**config.mk**
```make
export PLATFORM = sky130hd
export DESIGN_NAME = nibble_pair_assembler
export DESIGN_NICKNAME = d
export VERILOG_FILES = /design/src/rtl/nibble_pair_assembler.sv
export SDC_FILE = /design/constraint.sdc
export NUM_CORES = 1
export LEC_CHECK = 0
export ABC_AREA = 1
export CAP_MARGIN = 0
export CORE_MARGIN = 2
export CORE_UTILIZATION = 45
export CTS_BUF_LIST = sky130_fd_sc_hd__clkbuf_4
export DETAILED_ROUTE_END_ITERATION = 16
export GPL_ROUTABILITY_DRIVEN = 0
export PLACE_DENSITY = 0.66
export SLEW_MARGIN = 20
export SYNTH_ARGS = -nofsm -noshare
export SYNTH_HDL_FRONTEND = slang
export SYNTH_SLANG_ARGS = --single-unit
export TNS_END_PERCENT = 10
```
**constraint.sdc**
```tcl
create_clock -name _i_clk -period 5.6 [get_ports _i_clk]
set_input_delay 0.56 -clock _i_clk [delete_from_list [all_inputs] [get_ports _i_clk]]
set_output_delay 0.56 -clock _i_clk [all_outputs]
set_load 0.02 [all_outputs]
```
**src/rtl/nibble_pair_assembler.sv**
```systemverilog
// Pairs consecutive 4-bit nibbles into (high, low) tuples, queues them in a small FIFO,
// and drains one pair per enabled cycle onto registered output fields.
module nibble_pair_assembler #(
  parameter int DEPTH = 4,
  parameter int CNT_W = 16
) (
  input  logic                       _i_clk,
  input  logic                       _i_rst,
  input  logic [3:0]                 _i_in_nibble,
  input  logic                       _i_in_valid,
  output logic                       _o_in_ready,
  input  logic                       _i_flush,
  input  logic                       _i_out_en,
  output logic [3:0]                 _o_output1,
  output logic [3:0]                 _o_output2,
  output logic                       _o_out_valid,
  output logic [CNT_W-1:0]           _o_pair_count,
  output logic [$clog2(DEPTH):0]     _o_level,
  output logic [0:0]                 _o_dbg_state
);

  localparam int LW = $clog2(DEPTH) + 1;
  localparam int PW = $clog2(DEPTH);

  localparam logic [0:0] ST_HI = 1'b0;
  localparam logic [0:0] ST_LO = 1'b1;

  // Input handshake: a nibble is transferred on any edge where _i_in_valid and
  // _o_in_ready are both high; ready never depends on _i_in_valid or a same-edge pop.
  logic [0:0]       state_q, state_d;
  logic [3:0]       held_q, held_d;
  logic [7:0]       mem_q [DEPTH];
  logic [PW-1:0]    wr_ptr_q, rd_ptr_q;
  logic [LW-1:0]    level_q, level_d;
  logic [3:0]       out1_q, out2_q;
  logic             out_valid_q;
  logic [CNT_W-1:0] cnt_q;

  logic in_ready;
  logic accept;
  logic push;
  logic pop;

  assign in_ready = !_i_rst && ((state_q == ST_HI) || (level_q < LW'(DEPTH)));
  assign accept   = _i_in_valid && in_ready;
  // A flushed beat in LO is consumed but never reaches the FIFO.
  assign push     = accept && (state_q == ST_LO) && !_i_flush;
  assign pop      = _i_out_en && (level_q != '0);

  always_comb begin
    state_d = state_q;
    held_d  = held_q;
    if ((state_q == ST_LO) && _i_flush) begin
      state_d = ST_HI;
    end else if (accept) begin
      if (state_q == ST_HI) begin
        held_d  = _i_in_nibble;
        state_d = ST_LO;
      end else begin
        state_d = ST_HI;
      end
    end
  end

  always_comb begin
    level_d = level_q;
    case ({push, pop})
      2'b10:   level_d = level_q + LW'(1);
      2'b01:   level_d = level_q - LW'(1);
      default: level_d = level_q;
    endcase
  end

  always_ff @(posedge _i_clk) begin
    if (_i_rst) begin
      state_q     <= ST_HI;
      held_q      <= '0;
      wr_ptr_q    <= '0;
      rd_ptr_q    <= '0;
      level_q     <= '0;
      out1_q      <= '0;
      out2_q      <= '0;
      out_valid_q <= 1'b0;
      cnt_q       <= '0;
    end else begin
      state_q <= state_d;
      held_q  <= held_d;
      level_q <= level_d;
      if (push) wr_ptr_q <= wr_ptr_q + PW'(1);
      // Idle cycles drive zeros because the downstream pipeline samples every cycle.
      if (pop) begin
        rd_ptr_q    <= rd_ptr_q + PW'(1);
        out1_q      <= mem_q[rd_ptr_q][7:4];
        out2_q      <= mem_q[rd_ptr_q][3:0];
        out_valid_q <= 1'b1;
        cnt_q       <= cnt_q + CNT_W'(1);
      end else begin
        out1_q      <= '0;
        out2_q      <= '0;
        out_valid_q <= 1'b0;
      end
    end
  end

  always_ff @(posedge _i_clk) begin
    if (push) mem_q[wr_ptr_q] <= {held_q, _i_in_nibble};
  end

  assign _o_in_ready   = in_ready;
  assign _o_output1    = out1_q;
  assign _o_output2    = out2_q;
  assign _o_out_valid  = out_valid_q;
  assign _o_pair_count = cnt_q;
  assign _o_level      = level_q;
  assign _o_dbg_state  = state_q;

endmodule

```
==> metrics.yaml, run 1 <==
grt_pass1_vias: 2019
rows: 29
worstPathMaxFanout: 21
htree_levels: 3
die_w_um: 84.7
cp_slowest_cell: "clkdlybuf4s50_1"
critPathKind: "input port to flop"
cts_resized: 0
synthXorXnorAreaFrac_pct: 0.299
finalHoldViolCount: 0
synth_area_sq_um: 2930
ctsRootBufferMaster: "clkbuf_4"
ys_seq_area_share_pct: 58.0
ctsHoldBuffers: 0
end_kind: "flop"
async_reset_ff_share_pct: 0
fin_area_sq_um: 3490
synth_top_family_by_area: "simple AND/OR/NAND/NOR gates"
cts.clk_slew.worst_paths_ns: 0.11
ys_types: 28
yosysWarnings: 0
rsz0062_at_grt: "false"
final_common_cell: "nor2_1"
power_density_nw_per_um2: 245
regArea_sq_um: 1700
cts_tree: "built"
p_total_mw: 0.857
clock-sinks: 69
synthAdderAreaFrac_pct: 3.24
die_area_sq_um: 7180
syn2layout_area_growth_pct: 19.1
critPathMaxStageDelay_ns: 0.74
clockBufferDepth: 2
multiInputGateArea_sq_um: 1040
vias_per_cell: 4.88
cpLargestDelayFamily: "buffers and inverters"
antenna-diode-count: 0
hold_path_class: "flop to flop"
ys_top_cells_by_area: "edfxtp_1 33%, dfxtp_1 25%, nor2_1 8.2%"
grt_max_degree: 22
leakage_nw: 1.24
yosysTopAreaCell: "edfxtp_1"
nets: 378
drive_above_1_share_pct: 9.81
synth_edf_count: 32
worst-path-buf-inv: 4
timing.hold.ws_ns: 0.514
synth_ff_type: "dfxtp_1"
numCtsBuffers: 9
muxShareOfSynthArea_pct: 0
setup_tns_ns: 0
drc: 0
clock.fmax_mhz: 333
dp.final_hpwl_um: 4120
layout_common_cells: "64 x nor2_1, 42 x nand2_1, 38 x clkdlybuf4s50_1, 37 x dfxtp_1, 33 x inv_1"
synth_cells: 320
fin_skew_ns: 0.0142
critical_path_arrival_ns: 3.30
pre_cts_slack_ns: 2.16
clk_latency_ns: 0.40
die_h_um: 84.7
fill_cells: 586
num_io_pins: 39
worstPathCellList: "clkdlybuf4s50_1 -> inv_1 -> nand3_1 -> nor3_2 -> inv_1 -> ha_1 -> inv_1 -> fa_1 -> a21oi_1 -> o21ai_0 -> o21ai_0 -> a21oi_1"
drtIter0Drc: 180
drv_cap: 0
postSynthAreaPerCell_sq_um: 9.17
cts_setup_buffers: 0
initial_core_util_pct: 46.5
drv_slew: 0
antenna_left: 0
outcome: "finished clean"
synthSimpleGateAreaFrac_pct: 21.7
period_minus_slack_ns: 3.01
yosys_register_bits: 69
grt_overflow: 0
ir_worst_vdd_mv: 0.131
io_buffers: 38
track_usage_pct: 17.2
grt_pass1_wl_um: 9580
synthesis.nets: 336
first_pass_iters: 4
avgRoutedWirePerCell_um: 12.9
fp.coreArea_sq_um: 6310
worst_pin_slew_ns: 0.767
setup_viol: 0
dr_total_vias: 2165
start_kind: "input port"
synth-compound-area-share_pct: 10.4
fin_crit_sh_pct: 53.7
crit_path_frequent_cell: "inv_1"
antenna_found_initial: 0
worst_slack_ns: 2.59
routed_wl_um: 5750
yosysTopAreaCellShare_pct: 32.8
dpl_cell_area_sq_um: 3370
slew_headroom_pct: 48.7
cp.required_ns: 5.89
## worst paths after layout
path / start / to / slack [ns] / cells after the start
min: _o_pair_count[8] / _o_pair_count[8] / 0.51 / 2
min reg2reg: _o_pair_count[8] / _o_pair_count[8] / 0.51 / 2
max reg2reg: _o_level[2] / _o_level[2] / 3.57 / 11
max: _i_rst / _o_level[2] / 2.59 / 12
## per-layer routing
metal  global-route usage [%]  vias to the layer above  part of all wire (%)  routed length (um)
met2                     25.4                       54                    45                2580
li1                         -                     1130                     -                   -
met5                        0                        -                     0                   0
met4                     7.50                        0                   1.7                  99
met1                     24.1                      973                    49                2800
met3                     4.33                        8                   4.6                 267
## cells in the mapped netlist (2+ instances only)
master,number
nand2_2,3
buf_4,3
ha_1,6
nor2_2,2
nor2_4,4
a21oi_1,28
edfxtp_1,32
dfxtp_1,37
nand4_1,4
nand3_1,14
clkbuf_1,2
nand2_1,42
nand2_4,2
nor2_1,64
inv_2,4
o21ai_0,29
inv_1,33
## where the power goes
part / switching (mW) / leakage (nW) / total [mW] / internal (mW)
clock: 0.185 / 0.0557 / 0.284 / 0.0989
combinational: 0.0225 / 0.608 / 0.0373 / 0.0148
sequential: 0.00514 / 0.572 / 0.535 / 0.530
total: 0.213 / 1.24 / 0.857 / 0.644
## worst register-to-register path, stage by stage, from the launching register on
cell     delay, ns
dfxtp_1       0.40
nand2_1       0.06
nand3_1       0.12
nor3_2        0.07
inv_1         0.18
ha_1          0.18
inv_1         0.07
fa_1          0.38
a21oi_1       0.14
o21ai_0       0.10
o21ai_0       0.16
a21oi_1       0.06
## registers in the layout, indices dropped and copies added (netlist names)
name and count:
held_q 4, _o_dbg_state 1, wr_ptr_q 2, _o_pair_count 16, mem_q 32, rd_ptr_q 2, _o_level 3, _o_out_valid 1
_o_output2 4, _o_output1 4
## final cells by class
class / instances / share of cell area [%]
Inverter: 39 / 4.23
Sequential cell: 69 / 48.7
Clock buffer: 10 / 2.15
Tap cell: 77 / 2.76
Multi-Input combinational cell: 205 / 29.9
Clock inverter: 6 / 1.36
Timing Repair Buffer: 38 / 10.9
## cell families (layout without fill, tap and decap cells)
kind of cell | count (synthesis) | after routing
simple gates | 139 | 139
flops | 69 | 69
compound gates | 58 | 58
buf+inv | 46 | 93
fa+ha+maj | 7 | 7
xor+xnor | 1 | 1
## metrics by stage
stage	instances	utilization [%]
2_1_floorplan	320	-
3_3_place_gp	428	53.4
3_5_place_dp	428	53.4
4_1_cts	444	55.3
5_1_grt	444	55.3
6_report	444	55.3
(Power assumes the default switching activity.)
==> run 2, diff against run 1 <==
==> constraint.sdc (replaced) <==
create_clock -name _i_clk -period 3.1 [get_ports _i_clk]
set_input_delay 0.31 -clock _i_clk [delete_from_list [all_inputs] [get_ports _i_clk]]
set_output_delay 0.31 -clock _i_clk [all_outputs]
set_load 0.02 [all_outputs]
==> metrics.yaml, run 2 (same netlist as run 1, synthesis figures left out) <==
ctsRootBufferMaster: "clkbuf_4"  # unchanged
grt_pass1_vias: 2060  # was 2019
period_minus_slack_ns: 2.01
clockBufferDepth: 2  # unchanged
final_common_cell: "nor2_1"  # unchanged
place_inst: 434  # was 428
avgRoutedWirePerCell_um: 12.9  # about the same
drv_slew: 0  # unchanged
worstPathMaxFanout: 7  # was 21
critPathKind: "flop to flop"  # was input port to flop
worstPathCellList: "nand2_1 -> nand3_1 -> nor3_2 -> inv_1 -> ha_1 -> inv_1 -> fa_1 -> a21oi_1 -> o21ai_0 -> o21ai_0 -> a21oi_1"  # was clkdlybuf4s50_1 -> inv_1 -> nand3_1 -> nor3_2 -> inv_1 -> ha_1 -> inv_1 -> fa_1 -> a21oi_1 -> o21ai_0 -> o21ai_0 -> a21oi_1
antenna_left: 0  # unchanged
rsz0062_at_grt: "false"  # unchanged
drv_cap: 0  # unchanged
critical_path_arrival_ns: 2.33  # was 3.30 ns
grt_overflow: 0  # unchanged
largest-register: "mem_q"  # unchanged
setup_viol: 0  # unchanged
dp.final_hpwl_um: 3910  # was 4120 um
antenna-diode-count: 0  # unchanged
routed_wl_um: 5820  # was 5750 um
worst_slack_ns: 1.09  # was 2.59 ns
numCtsBuffers: 9  # unchanged
clock.fmax_mhz: 498
ctsHoldBuffers: 0  # unchanged
clk_latency_ns: 0.44  # was 0.40 ns
rows: 29  # unchanged
end_kind: "flop"  # unchanged
hold_path_class: "flop to flop"  # unchanged
syn2layout_area_growth_pct: 20.9  # was 19.1%
dr_total_vias: 2207  # was 2165
vias_per_cell: 4.90  # was 4.88
cts_resized: 0  # unchanged
io_buffers: 38  # unchanged
pre_cts_slack_ns: 0.681  # was 2.16 ns
cts_setup_buffers: 0  # unchanged
drive_above_1_share_pct: 11.3  # was 9.81%
first_pass_iters: 4  # unchanged
setup_tns_ns: 0  # unchanged
fin_util_pct: 56.2  # was 55.3%
slew_headroom_pct: 53.0  # was 48.7%
worst_pin_slew_ns: 0.702  # was 0.767 ns
fin_crit_sh_pct: 64.7
layout_common_cells: "64 x nor2_1, 42 x nand2_1, 38 x clkdlybuf4s50_1, 37 x dfxtp_1, 33 x inv_1"  # unchanged
start_kind: "flop"  # was input port
htree_levels: 3  # unchanged
finalHoldViolCount: 0  # unchanged
grt_pass1_wl_um: 9580  # about the same
ir_worst_vdd_mv: 0.233  # was 0.131 mV
antenna_found_initial: 0  # unchanged
drtIter0Drc: 117  # was 180
num_io_pins: 39  # unchanged
critPathMaxStageDelay_ns: 0.41  # was 0.74 ns
die_w_um: 84.7  # unchanged
clock-sinks: 69  # unchanged
p_total_mw: 1.59  # was 0.857 mW
power_density_nw_per_um2: 449  # was 245 nW/um^2
nets: 384  # was 378
fp.coreArea_sq_um: 6310  # unchanged
instances_no_fill: 450  # was 444
initial_core_util_pct: 46.5  # unchanged
die_area_sq_um: 7180  # unchanged
die_h_um: 84.7  # unchanged
track_usage_pct: 17.3  # was 17.2%
fin_skew_ns: 0.0163  # was 0.0142 ns
grt_max_degree: 21  # was 22
cts_tree: "built"  # unchanged
largest_register_ffs: 32  # unchanged
cp_slowest_cell: "dfxtp_1"  # was clkdlybuf4s50_1
cts.clk_slew.worst_paths_ns: 0.12  # was 0.11 ns
leakage_nw: 1.28  # was 1.24 nW
drc: 0  # unchanged
cp.required_ns: 3.43  # was 5.89 ns
outcome: "finished clean"  # unchanged
## run 2: worst max-delay path: cells and delay by family, from the launching register on
family / cells / cell delay [ns]
fa+ha+maj: 2 / 0.55
compound gates: 4 / 0.46
flops: 1 / 0.41
simple gates: 3 / 0.25
buf+inv: 2 / 0.25
## run 2: final timing paths
check	cells past startpoint	slack, ns	from	end
worst min-delay path	2	0.52	_o_pair_count[8]	_o_pair_count[8]
worst max-delay path	11	1.09	_o_level[2]	_o_level[2]
worst min register to register	2	0.52	_o_pair_count[8]	_o_pair_count[8]
worst max register to register	11	1.09	_o_level[2]	_o_level[2]
## run 2: layer usage
| metal | global-route usage (%) | up-vias | part of all wire (%) |
|---|---|---|---|
| met3 | 4.03 | 13 | 3.2 |
| li1 | - | 1138 | - |
| met4 | 8.66 | 0 | 2.2 |
| met5 | 0 | - | 0 |
| met1 | 23.1 | 1022 | 49 |
| met2 | 26.3 | 34 | 45 |
## run 2: report_power, final
part	leakage (nW)	internal (mW)	switching (mW)
combinational	0.639	0.0290	0.0423
clock	0.0674	0.183	0.373
sequential	0.572	0.958	0.00673
## run 2: cell type report
class / instances / area [sq um]
fill: 604 / 2770
sequential: 69 / 1700
multi-input combinational: 205 / 1040
timing repair buffer: 44 / 425
inverter: 39 / 148
tap: 77 / 96.3
clock buffer: 9 / 67.6
clock inverter: 7 / 63.8
## run 2: per-stage QoR
| step | area, sq um | hold slack [ns] |
|---|---|---|
| 3_5_place_dp | 3420 | 0.498 |
| 5_1_grt | 3550 | 0.530 |
| 6_report | 3550 | 0.517 |
| 4_1_cts | 3550 | 0.519 |
| 3_3_place_gp | 3420 | 0.486 |
| 2_1_floorplan | 2930 | 0.409 |
